**config.mk**
```make
export PLATFORM = sky130hd
export DESIGN_NAME = lbr_drain_ctrl
export DESIGN_NICKNAME = d
export VERILOG_FILES = /design/src/rtl/lbr_pkg.sv /design/src/rtl/lbr_drain_ctrl.sv
export SDC_FILE = /design/constraint.sdc
export NUM_CORES = 1
export LEC_CHECK = 0
export BUFFER_PORTS_ARGS = -buffer_cell sky130_fd_sc_hd__buf_2
export CAP_MARGIN = 0
export CORE_MARGIN = 8
export CORE_UTILIZATION = 25
export CTS_CLUSTER_DIAMETER = 100
export CTS_CLUSTER_SIZE = 10
export DETAILED_ROUTE_END_ITERATION = 12
export GPL_ROUTABILITY_DRIVEN = 0
export GPL_TIMING_DRIVEN = 0
export MAX_ROUTING_LAYER = met4
export SLEW_MARGIN = 20
export SYNTH_ARGS = -nofsm -noshare
export SYNTH_HDL_FRONTEND = slang
export SYNTH_SLANG_ARGS = --single-unit
```
**constraint.sdc**
```tcl
create_clock -name clock -period 1.5 [get_ports clock]
set_input_delay 0.075 -clock clock [delete_from_list [all_inputs] [get_ports clock]]
set_output_delay 0.075 -clock clock [all_outputs]
set_load 0.05 [all_outputs]
```
**src/rtl/lbr_pkg.sv**
```systemverilog
// lbr_pkg: shared LBR encodings for the drain controller and LBR_unit
package lbr_pkg;
  localparam logic [2:0] S_IDLE    = 3'd0;
  localparam logic [2:0] S_RD_TOS  = 3'd1;
  localparam logic [2:0] S_RD_FROM = 3'd2;
  localparam logic [2:0] S_RD_TO   = 3'd3;
  localparam logic [2:0] S_EMIT    = 3'd4;
  localparam logic [2:0] S_CLEAR   = 3'd5;
  localparam logic [2:0] S_FIN     = 3'd6;
  localparam logic [1:0] FROM_BANK = 2'b00;
  localparam logic [1:0] TO_BANK   = 2'b01;
  function automatic int sel_w(input int lbr_size);
    return $clog2(lbr_size) + 2;
  endfunction
  function automatic int tos_addr(input int lbr_size);
    return 1 << (sel_w(lbr_size) - 1);
  endfunction
endpackage

```
**src/rtl/lbr_drain_ctrl.sv**
```systemverilog
// lbr_drain_ctrl: freezes the LBR, walks entries newest-to-oldest onto a record stream, optionally clears TOS
module lbr_drain_ctrl
  import lbr_pkg::*;
#(
  parameter int DATA_WIDTH  = 32,
  parameter int LBR_SIZE    = 16,
  parameter int DRAIN_DEPTH = 16,
  localparam int SEL_W      = sel_w(LBR_SIZE),
  localparam int IW         = $clog2(LBR_SIZE)
) (
  input  logic                  clock,
  input  logic                  reset,
  input  logic                  start,
  input  logic                  clear_after,
  input  logic                  cpu_busy,
  output logic                  rd_en,
  output logic [SEL_W-1:0]      rd_sel,
  input  logic [DATA_WIDTH-1:0] rd_data,
  output logic                  wr_en,
  output logic [SEL_W-1:0]      wr_sel,
  output logic [DATA_WIDTH-1:0] wr_data,
  output logic                  freeze,
  output logic                  rec_valid,
  input  logic                  rec_ready,
  output logic [DATA_WIDTH-1:0] rec_from,
  output logic [DATA_WIDTH-1:0] rec_to,
  output logic [IW-1:0]         rec_idx,
  output logic                  rec_last,
  output logic                  busy,
  output logic                  done
);
  localparam logic [SEL_W-1:0] TOS_ADDR = SEL_W'(tos_addr(LBR_SIZE));
  logic [2:0] state_q, state_d;
  logic [IW-1:0] cnt_q, cnt_d, ptr_q, ptr_d, idx;
  logic [DATA_WIDTH-1:0] from_q, from_d, to_q, to_d;
  logic clear_q, clear_d, freeze_q, freeze_d, last;
  assign idx = ptr_q - cnt_q;
  assign last = cnt_q == IW'(DRAIN_DEPTH - 1);
  always_comb begin
    rd_en = !cpu_busy && (state_q == S_RD_TOS || state_q == S_RD_FROM || state_q == S_RD_TO);
    rd_sel = state_q == S_RD_TOS  ? TOS_ADDR :
             state_q == S_RD_FROM ? {FROM_BANK, idx} :
             state_q == S_RD_TO   ? {TO_BANK, idx} : '0;
    wr_en = !cpu_busy && state_q == S_CLEAR;
    wr_sel = wr_en ? TOS_ADDR : '0;
    wr_data = '0;
    freeze = freeze_q;
    rec_valid = state_q == S_EMIT;
    rec_from = from_q;
    rec_to = to_q;
    rec_idx = idx;
    rec_last = rec_valid && last;
    busy = state_q != S_IDLE;
    done = state_q == S_FIN;
  end
  always_comb begin
    state_d = state_q;
    cnt_d = cnt_q;
    ptr_d = ptr_q;
    from_d = from_q;
    to_d = to_q;
    clear_d = clear_q;
    freeze_d = freeze_q;
    case (state_q)
      S_IDLE: if (start) begin
        state_d = S_RD_TOS;
        clear_d = clear_after;
        cnt_d = '0;
        freeze_d = 1'b1;
      end
      S_RD_TOS: if (rd_en) begin
        ptr_d = rd_data[IW-1:0];
        state_d = S_RD_FROM;
      end
      S_RD_FROM: if (rd_en) begin
        from_d = rd_data;
        state_d = S_RD_TO;
      end
      S_RD_TO: if (rd_en) begin
        to_d = rd_data;
        state_d = S_EMIT;
      end
      S_EMIT: if (rec_ready) begin
        cnt_d = cnt_q + 1'b1;
        state_d = last ? (clear_q ? S_CLEAR : S_FIN) : S_RD_FROM;
      end
      S_CLEAR: state_d = wr_en ? S_FIN : S_CLEAR;
      S_FIN: begin
        freeze_d = 1'b0;
        state_d = S_IDLE;
      end
      default: state_d = S_IDLE;
    endcase
  end
  always_ff @(posedge clock) begin
    if (reset) begin
      state_q <= S_IDLE;
      cnt_q <= '0;
      ptr_q <= '0;
      from_q <= '0;
      to_q <= '0;
      clear_q <= 1'b0;
      freeze_q <= 1'b0;
    end else begin
      state_q <= state_d;
      cnt_q <= cnt_d;
      ptr_q <= ptr_d;
      from_q <= from_d;
      to_q <= to_d;
      clear_q <= clear_d;
      freeze_q <= freeze_d;
    end
  end
endmodule
```
== Yosys cells after proc, flatten, opt, wreduce, memory -nomap -nowiden ==
Index checks and enable logic that the tools add are counted.
Storage, ports and cells
  bits in registers: 77
  input port bits: 38
  output and inout bits: 119
  logic and storage cells: 56
Operators by class
  add/subtract/negate cells: 2
  eq/ne operators: 12
  multiplexer cells: 18
  reduce and logical (&&, ||, !) cells: 17
Operators by type and width (number)
  $mux W3: 6
  $pmux W3 S6: 1
  $mux W6: 2
  $mux W5: 2
  $reduce_and A2 Y1: 5
  $eq A3 B3 Y1 const B: 3
  $mux W4: 2
  $ne A2 B2 Y1 const B: 4
  $pmux W4 S2: 1
  $eq A3 B2 Y1 const B: 2
  $reduce_and A5 Y1: 1
  $add A4 B1 Y4 const B: 1
  $eq A4 B4 Y1 const B: 1
  $mux W2: 2
  $reduce_bool A2 Y1: 2
  $sub A4 B4 Y4: 1
  $eq A3 B1 Y1 const B: 1
  $logic_and A1 B1 Y1: 3
  $logic_not A3 Y1: 1
  $reduce_and A3 Y1: 1
  $reduce_bool A3 Y1: 1
  $logic_or A1 B1 Y1: 2
  $ne A2 B1 Y1 const B: 1
  $pmux W1 S2: 1
  other kinds (2): 2

== Logic depth before layout (Yosys ltp) ==
  depth in word-level cells: 6
  gate-level depth with buffers: 6
  gate-level depth less buffers: 6

== Least setup slack after synthesis ==
Ideal clock, no wire load.
  path type: reg-to-output
  from: register cnt_q[0]
  to: output port rd_sel[2]
  arrival: 2.278 ns
  data required time: 1.425 ns
  slack: -0.853 ns
  stages on the path, launching flop included: 6
  buffers on the path: 0
  path through: dfxtp_1 ha_1 inv_1 fa_1 xor2_1 and2_1
Between the ends
  word-level cells in the longest chain between the ends: 4
Ends and longest elaborated chain
  start, declared: RTL line lbr_drain_ctrl.sv:34  | logic [IW-1:0] cnt_q, cnt_d, ptr_q, ptr_d, idx;
  start signal, assigned: RTL line lbr_drain_ctrl.sv:106  | cnt_q <= cnt_d;
  $sub A4 B4 Y4 *: RTL line lbr_drain_ctrl.sv:37  | assign idx = ptr_q - cnt_q;
  via rec_idx[2]: RTL line lbr_drain_ctrl.sv:27  | output logic [IW-1:0] rec_idx,
  $mux W5: RTL line lbr_drain_ctrl.sv:43  | state_q == S_RD_TO ? {TO_BANK, idx} : '0;
  $mux W5 *: RTL line lbr_drain_ctrl.sv:42  | state_q == S_RD_FROM ? {FROM_BANK, idx} :
  $mux W6 *: RTL line lbr_drain_ctrl.sv:41  | rd_sel = state_q == S_RD_TOS ? TOS_ADDR :
  end, declared: RTL line lbr_drain_ctrl.sv:17  | output logic [SEL_W-1:0] rd_sel,
The timed path passes the listed nets; every way through them passes the cells marked *.

== Worst setup path after layout ==
  from: register ptr_q[0]
  to: output port rd_sel[2]
Between the ends
  word-level cells in the longest chain between the ends: 4
Ends and longest elaborated chain
  start, declared: RTL line lbr_drain_ctrl.sv:34
  start signal, assigned: RTL line lbr_drain_ctrl.sv:107  | ptr_q <= ptr_d;
  $sub A4 B4 Y4 *: RTL line lbr_drain_ctrl.sv:37
  $mux W5: RTL line lbr_drain_ctrl.sv:43
  $mux W5 *: RTL line lbr_drain_ctrl.sv:42
  $mux W6 *: RTL line lbr_drain_ctrl.sv:41
Mark *: on every way between the ends. The rest lies on a longest branch, timed or not.

==> impl_results.md <==
- R2R cell count: 6
- Main synth FF type: dfxtp_1
- CTS Buf Count: 9
- Final Routed Wirelength: 12,000 um
- 1st-pass router iterations: 4
- Failing checks: negative setup slack
- Starting DRT DRC Count: 124
- Final net count: 677
- Clock tree sinks: 77
- Combinational family with the most area after synthesis: simple AND/OR/NAND/NOR gates
- FP Rows: 42
- Layout Area Growth over Synthesis: 62.1%
- Pwr per Cell Area: 1100 nW/um^2
- Worst Setup End Kind: output pin
- IO Pins: 157
- Final hold vios: 0
- Antenna viol nets, final: 0
- Post-synth EDFFs: 0
- Pins Over Slew Limit: 0
- Routed WL per cell: 14.7 um
- Max-cap viol count: 0
- Worst Hold Depth: 3
- First-pass GRT wire length: 18,700 um
- Area share of the largest cell type after synthesis: 45.9%
- Data arrival, critical path: 1720 ps
- Top cell type by total area after synthesis: dfxtp_1
- Routed vias/inst: 4.22
- DP HPWL: 8900 um
- Crit-path max FO: 2
- Post-synth cell types: 38
- CORE AREA: 13,200 um^2
- Drt drc: 0
- Warnings from Yosys: 0
- Compound-Gate Fraction of Synth Area: 13.2%
- Clk Latency, worst-skew pair: 330 ps
- Crit start category: flip-flop
- Remaining Overflow, GRT: 0
- Worst-margin pin slew: 625 ps
- Largest net degree at the start of global routing: 14
- Mux contribution to synthesized area: 2.72%
- Max Clock Skew: 7.55 ps
- WS Path Type: flip-flop to output pin
- Clock Path Buffers: 2
- GRT Util Overall: 13.7%
- Initial antenna violation count: 1
- Clock Pin Slew Worst Setup and Hold Paths: 60 ps
- Count leader, synth: nand2_1
- P_leak: 0.00244 uW
- Simple-Gate Fraction of Synth Area: 21.8%
- Layout cells sized above 1: 39.4%
- Synth area leaders: dfxtp_1 46%, nand2_1 15%, a21oi_1 10%
- Syn_area_per_cell: 7.84 um^2
- Die area: 17,400 um^2
- Worst setup margin: -296 ps
- Most common library cells after synthesis: 134 x nand2_1, 77 x dfxtp_1, 70 x a21oi_1, 38 x buf_4, 16 x clkbuf_1
- Hold slack: 12.7 ps
- Sequential fraction of the synthesis area: 45.9%
- Total power after layout: 5980 uW
- Fin crit share: 120%
- Share of flip-flops with an asynchronous set or reset: 0%
- Post-Synth XOR/XNOR Area: 1.04%
- Starting density of the core: 25.4%
- Total number of vias: 3,444
- Final setup vio count: 8
- # port buffers: 118
- Post-Syn Area: 3360 um^2
- CP Data Required Time: 1420 ps
- H-tree Lvls: 3
- RSZ-0062 raised after global routing: yes
- Status: complete, but fails checks
- Maximum clock rate: 0.557 GHz
- Clock root cell: clkbuf_16
- Cell count after synthesis: 428
- Min Tclk post-route: 1800 ps
- FF+latch count, synth: 77
- Normalized max-slew margin: 58.3%
- Vias in the first global route: 3,464
- Min-Delay Path Class: input pin to flip-flop
- Worst vdd ir: 0.502 mV
- Chip height: 132 um
- Post-Synth Adder-Cell Area: 2.09%
- TritonCTS clock tree: done
- Die W: 132 um
[flip-flops by register name, summed over array words and instances, names as in the netlist]
name	count
ptr_q	4
rec_to	32
cnt_q	4
state_q	3
clear_q	1
rec_from	32
freeze	1
[final timing paths]
| check | startpoint | endpoint | slack [ps] |
|---|---|---|---|
| max | ptr_q[0]$_SDFFE_PP0P_ | rd_sel[2] | -300 |
| min | rd_data[4] | rec_from[4]$_SDFFE_PP0P_ | 10 |
| max reg2reg | cnt_q[0]$_SDFFE_PP0P_ | state_q[2]$_SDFFE_PP0P_ | 50 |
| min reg2reg | rec_to[30]$_SDFFE_PP0P_ | rec_to[30]$_SDFFE_PP0P_ | 450 |
[cells by family after synthesis]
logic type	count (synthesis)
muxes	9
adders and majority gates	5
and+or+nand+nor	175
AOI/OAI and AO/OA	83
other	1
DFF	77
buffers and inverters	74
xor gates and xnor gates	4
[per-stage QoR]
step / util [%] / instances / TNS (ps) / instance area, um^2 / setup WS, ps
3_5_place_dp: 33.5 / 758 / -10620 / 4420 / -237
3_3_place_gp: 33.5 / 758 / -8870 / 4420 / -192
5_1_grt: 41.2 / 816 / -2440 / 5440 / -344
4_1_cts: 39.9 / 809 / -1690 / 5260 / -315
2_1_floorplan: - / 464 / -403 / 3610 / -246
6_report: 41.2 / 816 / -1650 / 5440 / -296
[critical path, cell delays in order (launching register included)]
cell and delay [ps]:
dfxtp_2 320, inv_2 60, ha_4 130, inv_4 40, fa_2 370, xor2_4 160, and2_4 160, buf_8 140
[metal layers]
layer | vias up | share of wire (%) | track usage [%]
met2 | 115 | 48 | 21.8
met5 | - | 0 | -
met4 | 0 | 1.2 | 3.77
met1 | 1587 | 45 | 16.4
met3 | 13 | 6.2 | 4.12
li1 | 1729 | - | -
[report_power, final]
group          leakage [uW]  switching [uW]  internal, uW  total [uW]
Combinational       0.00167            1020           515        1530
Sequential         0.000627            58.8          2130        2190
Clock              0.000148             878          1380        2260
Total               0.00244            1950          4030        5980
[final cells by class]
class / instances / area [um^2]
clock buffer: 11 / 253
multi-input combinational: 313 / 1770
clock inverter: 5 / 58.8
sequential: 77 / 1550
tap: 176 / 220
buffer: 64 / 488
fill: 1354 / 7750
timing repair buffer: 160 / 1060
inverter: 9 / 38.8
antenna: 1 / 2.50
[placed cells by master (no fill, tap or decap), types with 3 or more instances in the layout]
| master | instances |
|---|---|
| o21ai_0 | 5 |
| buf_2 | 108 |
| buf_6 | 13 |
| inv_1 | 5 |
| nand2_1 | 132 |
| buf_8 | 5 |
| dfxtp_1 | 70 |
| and3_1 | 3 |
| a21oi_1 | 68 |
| clkbuf_4 | 8 |
| ha_4 | 4 |
| dfxtp_2 | 6 |
| mux2i_1 | 6 |
| conb_1 | 37 |
| dlygate4sd3_1 | 28 |
| clkbuf_1 | 9 |
| nor2_1 | 10 |
| clkbuf_16 | 10 |
| buf_4 | 51 |
[repair_timing]
action,CTS,global route
hold endpoints to repair,51,0
buffers inserted,8,6
pin swaps,8,6
hold buffers,28,0
gates resized for setup,62,37
endpoints found under the setup margin,77,75
(Power assumes the default switching activity.)
